--- config.mk ---
export PLATFORM = sky130hd
export DESIGN_NAME = axi3_ring_writer
export DESIGN_NICKNAME = d
export VERILOG_FILES = /design/src/rtl/axi3_ring_writer.sv
export SDC_FILE = /design/constraint.sdc
export NUM_CORES = 1
export LEC_CHECK = 0
export CAP_MARGIN = 20
export CORE_AREA = 5 5 102 104
export CTS_CLUSTER_SIZE = 8
export DETAILED_ROUTE_END_ITERATION = 7
export DIE_AREA = 0 0 107 109
export HOLD_SLACK_MARGIN = 0.08
export PLACE_DENSITY = 0.84
export SLEW_MARGIN = 40
export SYNTH_ARGS = -nofsm -noshare
export SYNTH_HDL_FRONTEND = slang
export SYNTH_SLANG_ARGS = --single-unit
--- constraint.sdc ---
create_clock -name clk -period 8.62 [get_ports clk]
set_input_delay 0.862 -clock clk [delete_from_list [all_inputs] [get_ports clk]]
set_output_delay 0.862 -clock clk [all_outputs]
set_load 0.005 [all_outputs]
--- src/rtl/axi3_ring_writer.sv ---
// axi3_ring_writer: drains a FWFT FIFO into a DDR ring buffer with single-outstanding AXI3 write bursts.
// Each burst is sized from FIFO level, the 4KB boundary and ring free space.
module axi3_ring_writer #(
  parameter int DATA_W = 32,
  parameter int ID_W = 6,
  parameter int MAX_BURST = 16,
  parameter logic [31:0] BASE_ADDR = 32'h3000_0000,
  parameter logic [31:0] WIN_BYTES = 32'h0100_0000,
  parameter int WRAP_MODE = 1,
  parameter int CNT_W = 11,
  localparam int PTR_W = $clog2(64'(WIN_BYTES) * 8 / DATA_W)
) (
  input  logic                  clk,
  input  logic                  rstn,
  input  logic [DATA_W-1:0]     fifo_data,
  input  logic [CNT_W-1:0]      fifo_rdcount,
  output logic                  fifo_rd,
  output logic [31:0]           m_axi_awaddr,
  output logic [ID_W-1:0]       m_axi_awid,
  output logic [3:0]            m_axi_awlen,
  output logic                  m_axi_awvalid,
  input  logic                  m_axi_awready,
  output logic [2:0]            m_axi_awsize,
  output logic [1:0]            m_axi_awburst,
  output logic [3:0]            m_axi_awcache,
  output logic [1:0]            m_axi_awlock,
  output logic [2:0]            m_axi_awprot,
  output logic [3:0]            m_axi_awqos,
  output logic [DATA_W-1:0]     m_axi_wdata,
  output logic [DATA_W/8-1:0]   m_axi_wstrb,
  output logic [ID_W-1:0]       m_axi_wid,
  output logic                  m_axi_wlast,
  output logic                  m_axi_wvalid,
  input  logic                  m_axi_wready,
  input  logic [ID_W-1:0]       m_axi_bid,
  input  logic [1:0]            m_axi_bresp,
  input  logic                  m_axi_bvalid,
  output logic                  m_axi_bready,
  input  logic [PTR_W-1:0]      host_rd_ptr,
  input  logic                  reset_addr,
  output logic [PTR_W-1:0]      wr_ptr,
  output logic                  axi_busy,
  output logic                  overflow,
  output logic                  bresp_err
);
  localparam int LW = PTR_W + 1;
  localparam int B4K_W = $clog2(4096 * 8 / DATA_W);
  typedef enum logic [2:0] {IDLE, CALC, AW, W, B} state_t;
  state_t state, state_nx;
  logic [ID_W-1:0] id;
  logic [3:0] beat;
  logic [LW-1:0] free, cnt_sat, to_4k, len_a, len;
  logic unused_ok;

  // one slot stays empty in flow-controlled mode so full and empty stay distinguishable
  assign free = WRAP_MODE != 0 ? {1'b1, {PTR_W{1'b0}}} : {1'b0, {PTR_W{1'b1}}} - {1'b0, wr_ptr - host_rd_ptr};
  assign cnt_sat = fifo_rdcount > CNT_W'(MAX_BURST) ? LW'(MAX_BURST) : LW'(fifo_rdcount);
  assign to_4k = LW'(4096 * 8 / DATA_W) - LW'(wr_ptr[B4K_W-1:0]);
  assign len_a = cnt_sat < to_4k ? cnt_sat : to_4k;
  assign len = len_a < free ? len_a : free;

  assign m_axi_awsize = 3'($clog2(DATA_W / 8));
  assign m_axi_awburst = 2'b01;
  assign m_axi_awcache = 4'b0011;
  assign m_axi_awlock = 2'b00;
  assign m_axi_awprot = 3'b000;
  assign m_axi_awqos = 4'b0000;
  assign m_axi_awid = id;
  assign m_axi_wid = id;
  assign m_axi_wdata = fifo_data;
  assign m_axi_wstrb = '1;
  assign m_axi_bready = 1'b1;
  assign m_axi_awvalid = state == AW;
  assign m_axi_wvalid = state == W;
  assign m_axi_wlast = m_axi_wvalid && beat == m_axi_awlen;
  assign fifo_rd = m_axi_wvalid && m_axi_wready;
  assign axi_busy = state != IDLE;
  assign unused_ok = ^m_axi_bid;

  always_comb begin
    state_nx = state;
    case (state)
      IDLE: state_nx = !reset_addr && fifo_rdcount != '0 && free != '0 ? CALC : IDLE;
      CALC: state_nx = AW;
      AW: state_nx = m_axi_awready ? W : AW;
      W: state_nx = fifo_rd && m_axi_wlast ? B : W;
      B: state_nx = m_axi_bvalid ? IDLE : B;
      default: state_nx = IDLE;
    endcase
  end

  always_ff @(posedge clk) state <= !rstn ? IDLE : state_nx;

  always_ff @(posedge clk) begin
    if (!rstn) begin
      wr_ptr <= '0;
      m_axi_awaddr <= '0;
      m_axi_awlen <= '0;
      id <= '0;
      beat <= '0;
      overflow <= 1'b0;
      bresp_err <= 1'b0;
    end else begin
      if (state == IDLE && reset_addr) begin
        wr_ptr <= '0;
        overflow <= 1'b0;
        bresp_err <= 1'b0;
      end else if (state == IDLE && fifo_rdcount != '0 && free == '0) begin
        overflow <= 1'b1;
      end
      if (state == CALC) begin
        m_axi_awlen <= 4'(len - 1'b1);
        m_axi_awaddr <= BASE_ADDR + (32'(wr_ptr) << $clog2(DATA_W / 8));
        beat <= '0;
      end
      if (fifo_rd) begin
        wr_ptr <= wr_ptr + 1'b1;
        beat <= beat + 1'b1;
      end
      if (state == B && m_axi_bvalid) begin
        id <= id + 1'b1;
        if (m_axi_bresp != 2'b00) bresp_err <= 1'b1;
      end
    end
  end
endmodule

# Word-level counts from Yosys, hierarchy flattened
# Index checks and enable logic that the tools add are counted.
word_totals:
  word_cells: 49
  register_bits: 72
  out_inout_bits: 132
classes:
  mux: 15
  n_eq_ne: 5
  order_cmp: 3
  n_addsub: 6
  n_reduce_logical: 13
op_table:
  columns: ["cell", "count"]
  rows:
  - ["2-to-1 mux 22 bit", 2]
  - ["adder 30 x 24 -> 31 bit (first input constant)", 1]
  - ["< comparator 11 x 23 -> 1 bit", 1]
  - ["< comparator 23 bit (second input constant)", 1]
  - ["2-to-1 mux 23 bit", 1]
  - ["adder 22 x 1 -> 22 bit (second input constant)", 1]
  - ["case mux 3 bit (5 select lines)", 1]
  - ["2-to-1 mux 4 bit", 3]
  - ["subtractor 11 x 10 -> 12 bit (first input constant)", 1]
  - ["> comparator 11 x 5 -> 1 bit (second input constant)", 1]
  - ["2-to-1 mux 11 bit", 1]
  - ["nonzero test 11 bit", 1]
  - ["adder 6 x 1 -> 6 bit (second input constant)", 1]
  - ["== test 3 x 2 -> 1 bit (second input constant)", 2]
  - ["logical AND 1 bit", 6]
  - ["2-to-1 mux 3 bit", 2]
  - ["nonzero test 2 bit", 3]
  - ["2-to-1 mux 1 bit", 5]
  - ["adder 4 x 1 -> 4 bit (second input constant)", 1]
  - ["== test 4 bit", 1]
  - ["subtractor 4 x 1 -> 4 bit (second input constant)", 1]
  - ["== test 3 x 1 -> 1 bit (second input constant)", 1]
  - ["== test 3 bit (second input constant)", 1]
  - ["zero test 3 bit", 1]
  - ["other kinds (2)", 2]

# Depth between registers and ports, before layout
# Gate-level depths: netlist (run 1).
depth:
  word_depth: 7
  mapped_depth: 16
  mapped_depth_nobuf: 15

# Worst setup path before layout (run 1)
# No wires, ideal clock.
synth_path:
  path_kind: "register to register"
  start: "reg wr_ptr[3]"
  end: "reg m_axi_awlen[3]"
  arrival_time_ps: 3124
  period_less_slack_ps: 3186
  setup_time_ps: 62
  path_stages_with_launch: 13
  setup_slack_ps: 5434
  n_path_buf: 1
  cell_sequence: "dfxtp_1 -> buf_2 -> nor3_1 -> nand2_1 -> or4_1 -> or3_1 -> ha_1 -> nand2_1 -> nor2_1 -> a221oi_4 -> mux2i_1 -> or4_1 -> nand3_1"
synth_between:
  elab_chain_len: 6
synth_lines:
  columns: ["item", "line_no", "source"]
  rows:
  - ["from (decl)", "41", "output logic [PTR_W-1:0] wr_ptr,"]
  - ["from (signal assigned)", "117", "wr_ptr <= wr_ptr + 1'b1;"]
  - ["subtractor 11 x 10 -> 12 bit (*)", "58", "assign to_4k = LW'(4096 * 8 / DATA_W) - LW'(wr_ptr[B4K_W-1:0]);"]
  - ["< comparator 11 x 23 -> 1 bit", "59", "assign len_a = cnt_sat < to_4k ? cnt_sat : to_4k;"]
  - ["2-to-1 mux 23 bit (*)", "59", null]
  - ["< comparator 23 bit", "60", "assign len = len_a < free ? len_a : free;"]
  - ["2-to-1 mux 4 bit (*)", "60", null]
  - ["subtractor 4 x 1 -> 4 bit (*)", "112", "m_axi_awlen <= 4'(len - 1'b1);"]
  - ["to (signal assigned)", "112", null]
  - ["to (decl)", "20", "output logic [3:0] m_axi_awlen,"]
# Every way passes the cells marked *; elsewhere a longest branch is shown, timed or not.
# A chain may end at the register's enable or synchronous reset.

# Worst setup path in the final report (run 1)
layout_path:
  start: "reg wr_ptr[0]"
  end: "reg m_axi_awlen[2]"
# The elaborated chain is that of the path after synthesis.

==> results of run 1 <==
[layout by cell type, fill, tap and decap left out, types with 4 or more instances in the layout]
master and count:
and2_1 18, a21boi_0 24, nand4_1 10, nor2_1 16, nand2_1 81, or3_1 5
nor3_1 6, nand3_1 18, conb_1 38, inv_1 12, clkbuf_8 11, dfxtp_1 63
nor2b_1 4, xor2_1 8, ha_1 15, o21a_1 4, and3_1 7, clkdlybuf4s50_1 86
o21ai_0 16, xnor2_1 12, mux2i_1 11, a21oi_1 16
[metal layers]
metal / part of all wire, % / vias to the layer above
met5: 0 / -
met4: 1.9 / 0
met2: 49 / 109
met1: 41 / 1478
met3: 7.5 / 21
li1: - / 1605
[per-stage QoR]
step           total power (W)  worst slack (ns)  hold slack (ns)  cells  area (sq um)
6_report             0.0006659             5.078           0.4616    643          4683
5_1_grt              0.0006986             4.792           0.4870    643          4683
4_1_cts              0.0006760             5.087           0.4673    643          4683
3_5_place_dp         0.0003853             4.786           0.4577    627          4459
3_3_place_gp         0.0003827             4.861           0.4513    627          4459
2_1_floorplan        0.0003760             5.434           0.4575    520          4075
[area by class of cell]
| class | count | area [sq um] | share of cell area (%) |
|---|---|---|---|
| Multi-Input combinational cell | 348 | 2127 | 45.42 |
| Sequential cell | 63 | 1261 | 26.93 |
| Timing Repair Buffer | 88 | 875.8 | 18.70 |
| Clock buffer | 13 | 158.9 | 3.393 |
| Tap cell | 114 | 142.6 | 3.046 |
| Clock inverter | 3 | 65.06 | 1.389 |
| Inverter | 14 | 52.55 | 1.122 |
[Yosys cell counts (2+ instances only)]
master     n
nand2_1   81
buf_4     72
dfxtp_1   63
a21boi_0  24
and2_1    18
nand3_1   18
a21oi_1   16
clkbuf_1  16
nor2_1    16
o21ai_0   16
ha_1      15
inv_1     12
xnor2_1   12
mux2i_1   11
nand4_1   10
xor2_1     8
and3_1     7
nor3_1     6
or3_1      5
buf_2      4
nor2b_1    4
o21a_1     4
and4_1     3
o211a_1    3
or4_1      3
a21boi_1   2
a31oi_1    2
buf_1      2
conb_1     2
inv_2      2
nor2_2     2
nor3b_1    2
nor4_1     2
o211ai_1   2
[registers in the layout, summed over array words and instances (netlist names)]
name          cells
m_axi_awid        6
m_axi_awaddr     23
beat              4
state             3
bresp_err         1
wr_ptr           22
m_axi_awlen       4
[power groups by stage]
stage          Sequential, W  Combinational (W)  Clock, W
2_1_floorplan       0.000306          0.0000696         0
3_3_place_gp        0.000308          0.0000752         0
3_5_place_dp        0.000308          0.0000772         0
4_1_cts             0.000301          0.0000775  0.000297
5_1_grt             0.000302          0.0000864  0.000310
6_report            0.000301          0.0000773  0.000287
[kinds of logic after synthesis]
| logic type | Yosys count |
|---|---|
| AND/OR/NAND/NOR | 186 |
| buffers and inverters | 109 |
| AO/OA/AOI/OAI | 78 |
| flip-flops | 63 |
| XOR/XNOR | 20 |
| adder cells (fa/ha/maj) | 15 |
| multiplexers | 11 |
| other | 2 |
[tightest hold or removal path: stages, from the launching register on]
cell and delay [ns]:
dfxtp_1 0.31, nand2_1 0.04, a21boi_0 0.06
[worst max path at each step]
stage                                      start                           to  slack, ns  depth (start not counted)
after floorplan           wr_ptr[3]$_SDFFE_PN0P_  m_axi_awlen[3]$_SDFFE_PN0P_       5.43                         12
after global placement           fifo_rdcount[6]  m_axi_awlen[3]$_SDFFE_PN0P_       4.86                         12
after detailed placement         fifo_rdcount[6]  m_axi_awlen[3]$_SDFFE_PN0P_       4.79                         12
after CTS                 wr_ptr[0]$_SDFFE_PN0P_  m_axi_awlen[2]$_SDFFE_PN0P_       5.09                         15
after global routing      wr_ptr[2]$_SDFFE_PN0P_  m_axi_awlen[2]$_SDFFE_PN0P_       4.79                         14
final                     wr_ptr[0]$_SDFFE_PN0P_  m_axi_awlen[2]$_SDFFE_PN0P_       5.08                         15
==> key figures, run 1 <==
Hold path
  – HP Class: reg2reg
  – Hold Path Origin: m_axi_awaddr[11]$_SDFFE_PN0P_
  – Hold path cells: 2
  – Hold Path End: m_axi_awaddr[11]$_SDFFE_PN0P_

STA
  – Tmin final: around 3.5 ns
  – RSZ-0062 raised after global routing: false
  – Max Clk Rate: approximately 280 MHz
  – Hold Violations, Final: 0
  – Slew Limit Fails: 0
  – Final TNS setup: 0 ns
  – Clk_skew: ~0.011 ns
  – Worst-margin pin slew: around 0.63 ns
  – Slew Limit Headroom: around three fifths
  – Final Setup Violations: 0
  – Final period util: between 40% and 50%

Clocking
  – Clk slew on worst S/H paths: approximately 0.07 ns
  – Max Buffers Root-to-Sink: 2
  – Root Driver: clkbuf_8
  – # H-tree levels: 3
  – Post_cts resized: 0
  – CTS buffer count: 9
  – CTS tree: yes
  – Hold_buf cts: 0
  – CTS sink cnt: 63
  – Postcts setup bufs: 0
  – Skew-Pair Late Insertion Delay: ~0.33 ns

Floorplanning
  – Core Region: between 0.009 and 0.01 sq mm
  – Die height: 109 um
  – Die area: between 0.01 and 0.015 sq mm
  – IO Pins: about 210
  – Row count: 36
  – Starting Density: between 40% and 50%
  – Die Width: ~110 um

Global route
  – Busiest layer in global routing: met2
  – Met1 GRT Util: a little under a fifth
  – First-pass GRT wire length: 14.90 mm
  – Via count of the first global-routing pass: around 3.1k
  – Grt ovf: 0
  – Initial antenna violation count: 0
  – Pin count of the biggest net entering global routing: between 60 and 70
  – Met2 GRT Util: a little over a quarter
  – GRT Overall Usage: 15.73%
  – Grt met3 use: under 10%

Logic synthesis
  – Asr flop ratio synth: 0%
  – Simple-Gate Fraction of Synth Area: approximately 24%
  – Syn Area/Cell: 8.141 sq um
  – Largest cells by area after synthesis: dfxtp_1 (32%), buf_4 (14%), nand2_1 (7.7%)
  – Synth Area in Compound Gates: between 10% and 20%
  – Synth Area in XOR/XNOR: 4.446%
  – Multiplexer share of the synthesized area: ~2.8%
  – Yosys reg bits: 63
  – Share of the yosys chip area belonging to registers: 32.01%
  – Top FF cell, synth: dfxtp_1
  – Largest family of logic cells by synthesized area: simple AND/OR/NAND/NOR gates
  – Post-Syn Area: between 0.003 and 0.004 sq mm
  – Number of synthesized flops with an enable pin: 0
  – Post-synth top area cell: dfxtp_1
  – Yosys top cell area share: between 30% and 40%
  – Post-synthesis adder-cell area fraction: roughly 4.8%
  – Yosys warnings: 0
  – Unique cell type count in the Yosys netlist: 53
  – Post-synthesis instance total: between 400 and 500

Worst setup path
  – CP top delay family: simple AND/OR/NAND/NOR gates
  – Data required time of the critical path: ~8.8 ns
  – CP Cell Sequence: inv_1, ha_1, nand2_1, or4_1, or3_1, ha_1, nand2_1, nor3_1, a21oi_1, a21oi_1, a31oi_1, inv_1, ha_1, xnor2_1, o21ai_0
  – Arrival @ worst endpoint: 3.75 ns
  – R2R depth: 15
  – Worst R2R End: m_axi_awlen[2]$_SDFFE_PN0P_
  – CP max stage cell: dfxtp_1
  – CP Buf/Inv Count: 2
  – Reg2reg setup slack: 5.08 ns
  – CP max stage delay: between 0.4 and 0.5 ns
  – CP endpoint kind: register
  – Critical Path Fanout Max: 11
  – WS Path Type: reg2reg
  – Setup crit start kind: register
  – Worst r2r src: wr_ptr[0]$_SDFFE_PN0P_
  – Cell mode on critical path: ha_1

Layout
  – Fin nets: 618
  – Fin util: around half
  – Area Growth Syn to Fin: 18.86%
  – Share of layout cells above drive strength 1: 5.671%
  – Final-layout fill cell count: between 800 and 900
  – Ant. Diodes: 0

Power
  – P_leak: 1.883 nW
  – Max IR drop VDD: between 0.1 and 0.15 mV
  – Internal Pwr Total: 0.0005078 W
  – Sw Share: around a quarter
  – Share of total power in sequential cells: about 45%
  – PwrDens: approximately 140 mW/mm^2
  – Power share of the combinational group: 11.6%
  – Net Switching: approximately 0.00016 W
  – Clock Power Share: between 40% and 50%

Placement
  – Post-detail-place hpwl: a little under 7 mm
  – Port Buffers: between 80 and 90
  – GPL Wtd Cong: 0.8121

Route
  – Routed Antenna Nets: 0
  – DRT Wirelength: 9.060 mm
  – Vias per cell: 4.997
  – Vias after detailed routing: between 3k and 4k
  – Pre-Repair DR Iteration Count: 4
  – # DRC: 0
  – WL/cell: between 10 and 15 um
  – DR iter-0 viols: about 140

Run status
  – Status: completed

Flow run
  – Max Cap Viol: 0
(Power assumes the default switching activity.)
==> run 2: changes to the inputs <==
CORE_AREA = 5 5 106 108   (was 5 5 102 104)
DIE_AREA = 0 0 111 113   (was 0 0 107 109)
PLACE_DENSITY = 0.78   (was 0.84)
clock period = 3.3 ns   (was 8.62 ns; I/O delays follow)
==> key figures, run 2 (synthesized netlist as in run 1, its figures left out) <==
STA
  – Tmin final: 3.100 ns
  – Worst-margin pin slew: 0.6349 ns
  – Max Clk Rate: 322.6 MHz
  – Clk_skew: just under 0.01 ns
  – Slew Limit Headroom: 57.68%
  – Final Setup Violations: 0
  – Slew Limit Fails: 0
  – Final period util: approximately 94%
  – Setup slack after layout: 0.1999 ns
  – Hold Violations, Final: 0

Floorplanning
  – Die area: approximately 0.013 sq mm
  – Starting Density: 38.86%
  – IO Pins: roughly 210
  – Die height: ~110 um
  – Core Region: 0.01014 sq mm
  – Row count: 37
  – Die Width: roughly 110 um

Route
  – DR iter-0 viols: roughly 180
  – WL/cell: about 14 um
  – Routed Antenna Nets: 0
  – Pre-Repair DR Iteration Count: 5
  – Vias per cell: 4.839
  – DRT Wirelength: about 9.3 mm
  – # DRC: 0
  – Vias after detailed routing: about 3.3k

Layout
  – Commonest non-fill, non-tap cell in the layout: clkdlybuf4s50_1
  – Ant. Diodes: 0
  – Final-layout fill cell count: 972
  – Fin nets: ~630
  – Share of layout cells above drive strength 1: 8.889%
  – Max reg flops: 23
  – Commonest non-fill, non-tap cells in the layout: clkdlybuf4s50_1 (85), nand2_1 (80), dfxtp_1 (63), conb_1 (38), a21boi_0 (24)
  – Most flops, register: m_axi_awaddr
  – Post-route design area: 0.004845 sq mm
  – Area Growth Syn to Fin: 22.96%

Power
  – P_leak: around 2.0 nW
  – PwrDens: about 400 mW/mm^2
  – Max IR drop VDD: 0.1908 mV
  – Tot Pwr: approximately 0.0019 W

Clocking
  – Root Driver: clkbuf_8
  – Clk slew on worst S/H paths: around 0.07 ns
  – CTS sink cnt: 63
  – Hold_buf cts: 0
  – # H-tree levels: 3
  – Skew-Pair Late Insertion Delay: 0.35 ns
  – CTS buffer count: 9
  – CTS tree: yes
  – Max Buffers Root-to-Sink: 2

Placement
  – GPL Wtd Cong: 0.7957
  – DP Worst Slack: approximately 0.013 ns
  – Port Buffers: 86
  – Post-detail-place hpwl: 6.899 mm
  – Placed instance area: ~0.0045 sq mm

Global route
  – Via count of the first global-routing pass: approximately 3.2k
  – Pin count of the biggest net entering global routing: 35
  – GRT Overall Usage: between 10% and 20%
  – First-pass GRT wire length: 15.19 mm
  – Initial antenna violation count: 0
  – Grt ovf: 0

Worst setup path
  – CP max stage delay: about 0.47 ns
  – Setup crit start kind: register
  – CP Cell Sequence: inv_1, ha_2, nand2_1, or4_4, or3_1, ha_1, nand2_2, nor2_1, a221oi_4, mux2i_1, or4_1, nand3_1
  – CP max stage cell: or4_1
  – Arrival @ worst endpoint: between 3 and 4 ns
  – WS Path Type: reg2reg
  – CP endpoint kind: register
  – Data required time of the critical path: 3.58 ns
  – Critical Path Fanout Max: 5

Run status
  – Status: completed

Hold path
  – HP Class: in2reg

Flow run
  – Max Cap Viol: 0
[run 2: cell count changes in the layout (fill, tap and decap cells not counted), sizes merged]
cell	change
clkbuf	-3
clkinvlp	+1
buf	+12
bufinv	+2
clkdlybuf4s50	-1
[run 2: where the power goes]
part	leakage, nW	switching [W]	internal, W	total [W]
clock	0.126	0.000314	0.000577	0.000892
combinational	1.32	0.000116	0.0000914	0.000207
sequential	0.508	0.0000148	0.000771	0.000786
total	1.95	0.000445	0.00144	0.00188
[run 2: routing by layer]
layer  vias to the layer above  global-route usage [%]  part of all wire (%)
met4                         0                   6.322                   2.4
met3                        23                   5.348                   8.3
met1                      1507                   16.60                    41
met5                         -                       0                     0
met2                       117                   24.64                    48
li1                       1624                       -                     -
[run 2: per-stage QoR]
stage                     setup TNS, ns  cells  hold slack [ns]  utilization (%)
after detailed placement              0    658           0.4575            44.87
final                                 0    676           0.4286            47.78
after global placement                0    658           0.4497            44.87
after CTS                             0    674           0.4169            47.44
after global routing         -0.0001985    676           0.4543            47.78
after floorplan                       0    520           0.4575                -
[run 2: critical path: cells and delay by family (launching register included)]
family / cells / cell delay [ns]
AO/OA/AOI/OAI: 1 / 0.40
AND/OR/NAND/NOR: 7 / 1.62
multiplexers: 1 / 0.14
buffers and inverters: 1 / 0.06
adder cells (fa/ha/maj): 2 / 0.51
flip-flops: 1 / 0.31
[run 2: repair_timing]
action,4_1_cts,5_1_grt
endpoints found under the setup margin,0,3
gates resized for setup,0,5
buffers inserted,0,2
[run 2: final cells by class]
class	instances	area [sq um]	area share, %
clock buffer	10	127.6	2.634
timing repair buffer	99	953.4	19.68
tap	136	170.2	3.512
sequential	63	1261	26.03
inverter	14	52.55	1.085
multi-input combinational	348	2147	44.32
clock inverter	6	132.6	2.738
[run 2: final timing paths]
kind	from	to	slack, ns	cells after the start
max reg2reg	wr_ptr[0]$_SDFFE_PN0P_	m_axi_awlen[3]$_SDFFE_PN0P_	0.20	12
min reg2reg	m_axi_awaddr[18]$_SDFFE_PN0P_	m_axi_awaddr[18]$_SDFFE_PN0P_	0.47	2
min	rstn	wr_ptr[20]$_SDFFE_PN0P_	0.43	2
max	wr_ptr[0]$_SDFFE_PN0P_	m_axi_awlen[3]$_SDFFE_PN0P_	0.20	12
==> run 3: changes to the inputs <==
CORE_AREA = 5 5 102 104   (was 5 5 106 108)
DIE_AREA = 0 0 107 109   (was 0 0 111 113)
PLACE_DENSITY = 0.84   (was 0.78)
clock period = 3.6 ns   (was 3.3 ns; I/O delays follow)
==> key figures, run 3 (synthesized netlist as in run 1, its figures left out) <==
Power
  – Max IR drop VDD: about 0.22 mV
  – P_leak: between 1.5 and 2 nW
  – PwrDens: between 300 and 400 mW/mm^2

Placement
  – Placed instance area: about 0.0045 sq mm
  – Port Buffers: 86
  – Post-detail-place hpwl: 7.069 mm
  – GPL Wtd Cong: around 0.82

Clocking
  – Root Driver: clkbuf_8
  – # H-tree levels: 3
  – CTS sink cnt: 63
  – CTS tree: yes
  – Postcts setup bufs: 0
  – Hold_buf cts: 0
  – Clk slew on worst S/H paths: approximately 0.060 ns
  – Max Buffers Root-to-Sink: 2
  – Post_cts resized: 0
  – Skew-Pair Late Insertion Delay: 0.33 ns
  – CTS buffer count: 9

Worst setup path
  – Setup crit start kind: register
  – WS Path Type: reg2reg
  – Critical Path Fanout Max: 5
  – Arrival @ worst endpoint: ~3.5 ns
  – CP endpoint kind: register
  – CP max stage cell: or4_1
  – CP max stage delay: between 0.4 and 0.5 ns
  – CP Cell Sequence: inv_1, ha_1, nand2_1, or4_1, or3_1, ha_1, nand2_1, nor2_1, a221oi_4, mux2i_1, or4_1, nand3_1
  – Data required time of the critical path: 3.88 ns

Layout
  – Max reg flops: 23
  – Fin nets: between 600 and 700
  – Final-layout fill cell count: about 890
  – Most flops, register: m_axi_awaddr
  – Commonest non-fill, non-tap cell in the layout: clkdlybuf4s50_1
  – Commonest non-fill, non-tap cells in the layout: clkdlybuf4s50_1 (85), nand2_1 (81), dfxtp_1 (63), conb_1 (38), a21boi_0 (24)
  – Post-route design area: approximately 0.0047 sq mm
  – Area Growth Syn to Fin: 18.32%
  – Share of layout cells above drive strength 1: under 10%
  – Ant. Diodes: 0

Global route
  – Pin count of the biggest net entering global routing: 35
  – Via count of the first global-routing pass: between 3k and 4k
  – Grt ovf: 0
  – First-pass GRT wire length: 15.06 mm
  – Initial antenna violation count: 0
  – GRT Overall Usage: 16.10%

STA
  – Slew Limit Fails: 0
  – RSZ-0062 raised after global routing: false
  – Final period util: 89.98%
  – Tmin final: 3.239 ns
  – Clk_skew: 0.004775 ns
  – Hold Violations, Final: 0
  – Max Clk Rate: 308.7 MHz
  – Final Setup Violations: 0
  – Worst-margin pin slew: roughly 0.63 ns
  – Final TNS setup: 0 ns
  – Slew Limit Headroom: a little under 60%

Run status
  – Status: completed

Floorplanning
  – Core Region: 0.009459 sq mm
  – Die area: 0.01166 sq mm
  – Die Width: ~110 um
  – Row count: 36
  – IO Pins: between 200 and 250
  – Starting Density: between 40% and 50%
  – Die height: ~110 um

Route
  – Vias per cell: a little over 5
  – WL/cell: 14.47 um
  – DRT Wirelength: 9.345 mm
  – Routed Antenna Nets: 0
  – Pre-Repair DR Iteration Count: 4
  – Vias after detailed routing: 3,337
  – # DRC: 0
  – DR iter-0 viols: ~130

Hold path
  – HP Class: reg2reg

Flow run
  – Max Cap Viol: 0
run 3: worst max-delay path: cells and delay by family, from the launching register on:
kind / cells / cell delay (ns)
buffers and inverters: 1 / 0.05
DFF: 1 / 0.31
muxes: 1 / 0.15
AOI/OAI and AO/OA: 1 / 0.43
and+or+nand+nor: 7 / 1.73
adders and majority gates: 2 / 0.51
run 3: stage by stage:
| step | setup slack, ns | util (%) | power, W | hold slack, ns | instances |
|---|---|---|---|---|---|
| after floorplan | 0.4145 | - | 0.0009004 | 0.4575 | 520 |
| after global placement | 0.3484 | 47.62 | 0.0009170 | 0.4506 | 633 |
| after detailed placement | 0.2801 | 47.62 | 0.0009246 | 0.4582 | 633 |
| after CTS | 0.2694 | 49.22 | 0.001431 | 0.4679 | 646 |
| after global routing | 0.09339 | 49.29 | 0.001487 | 0.4787 | 646 |
| final | 0.3608 | 49.29 | 0.001412 | 0.4606 | 646 |
run 3: cell type report:
type                    instances  area (sq um)  share of cell area [%]
clock buffers                  11         141.4                   3.033
clock inverters                 2         10.01                  0.2147
inverters                      14         52.55                   1.127
multi-input cells             348          2138                   45.87
flip-flops and latches         63          1261                   27.05
well taps                     114         142.6                   3.060
repair buffers                 94         915.9                   19.65
run 3: metal layers:
| metal | track usage, % | routed length (um) | vias up | part of all wire (%) |
|---|---|---|---|---|
| met5 | 0 | 0 | - | 0 |
| met4 | 5.753 | 183 | 0 | 2.0 |
| met3 | 5.861 | 795 | 24 | 8.5 |
| met2 | 27.83 | 4673 | 122 | 50 |
| met1 | 18.33 | 3693 | 1582 | 40 |
| li1 | - | - | 1609 | - |
run 3: report_power, final:
part           switching (W)  internal, W  total (W)  leakage (nW)
Sequential         0.0000142     0.000707   0.000721         0.508
Clock               0.000248     0.000255   0.000502        0.0809
Combinational       0.000107    0.0000819   0.000189          1.30
run 3: worst paths after layout:
kind	start	to	slack, ns	cells after the start
min	m_axi_awaddr[11]$_SDFFE_PN0P_	m_axi_awaddr[11]$_SDFFE_PN0P_	0.46	2
max	wr_ptr[0]$_SDFFE_PN0P_	m_axi_awlen[3]$_SDFFE_PN0P_	0.36	12
max reg2reg	wr_ptr[0]$_SDFFE_PN0P_	m_axi_awlen[3]$_SDFFE_PN0P_	0.36	12
min reg2reg	m_axi_awaddr[11]$_SDFFE_PN0P_	m_axi_awaddr[11]$_SDFFE_PN0P_	0.46	2
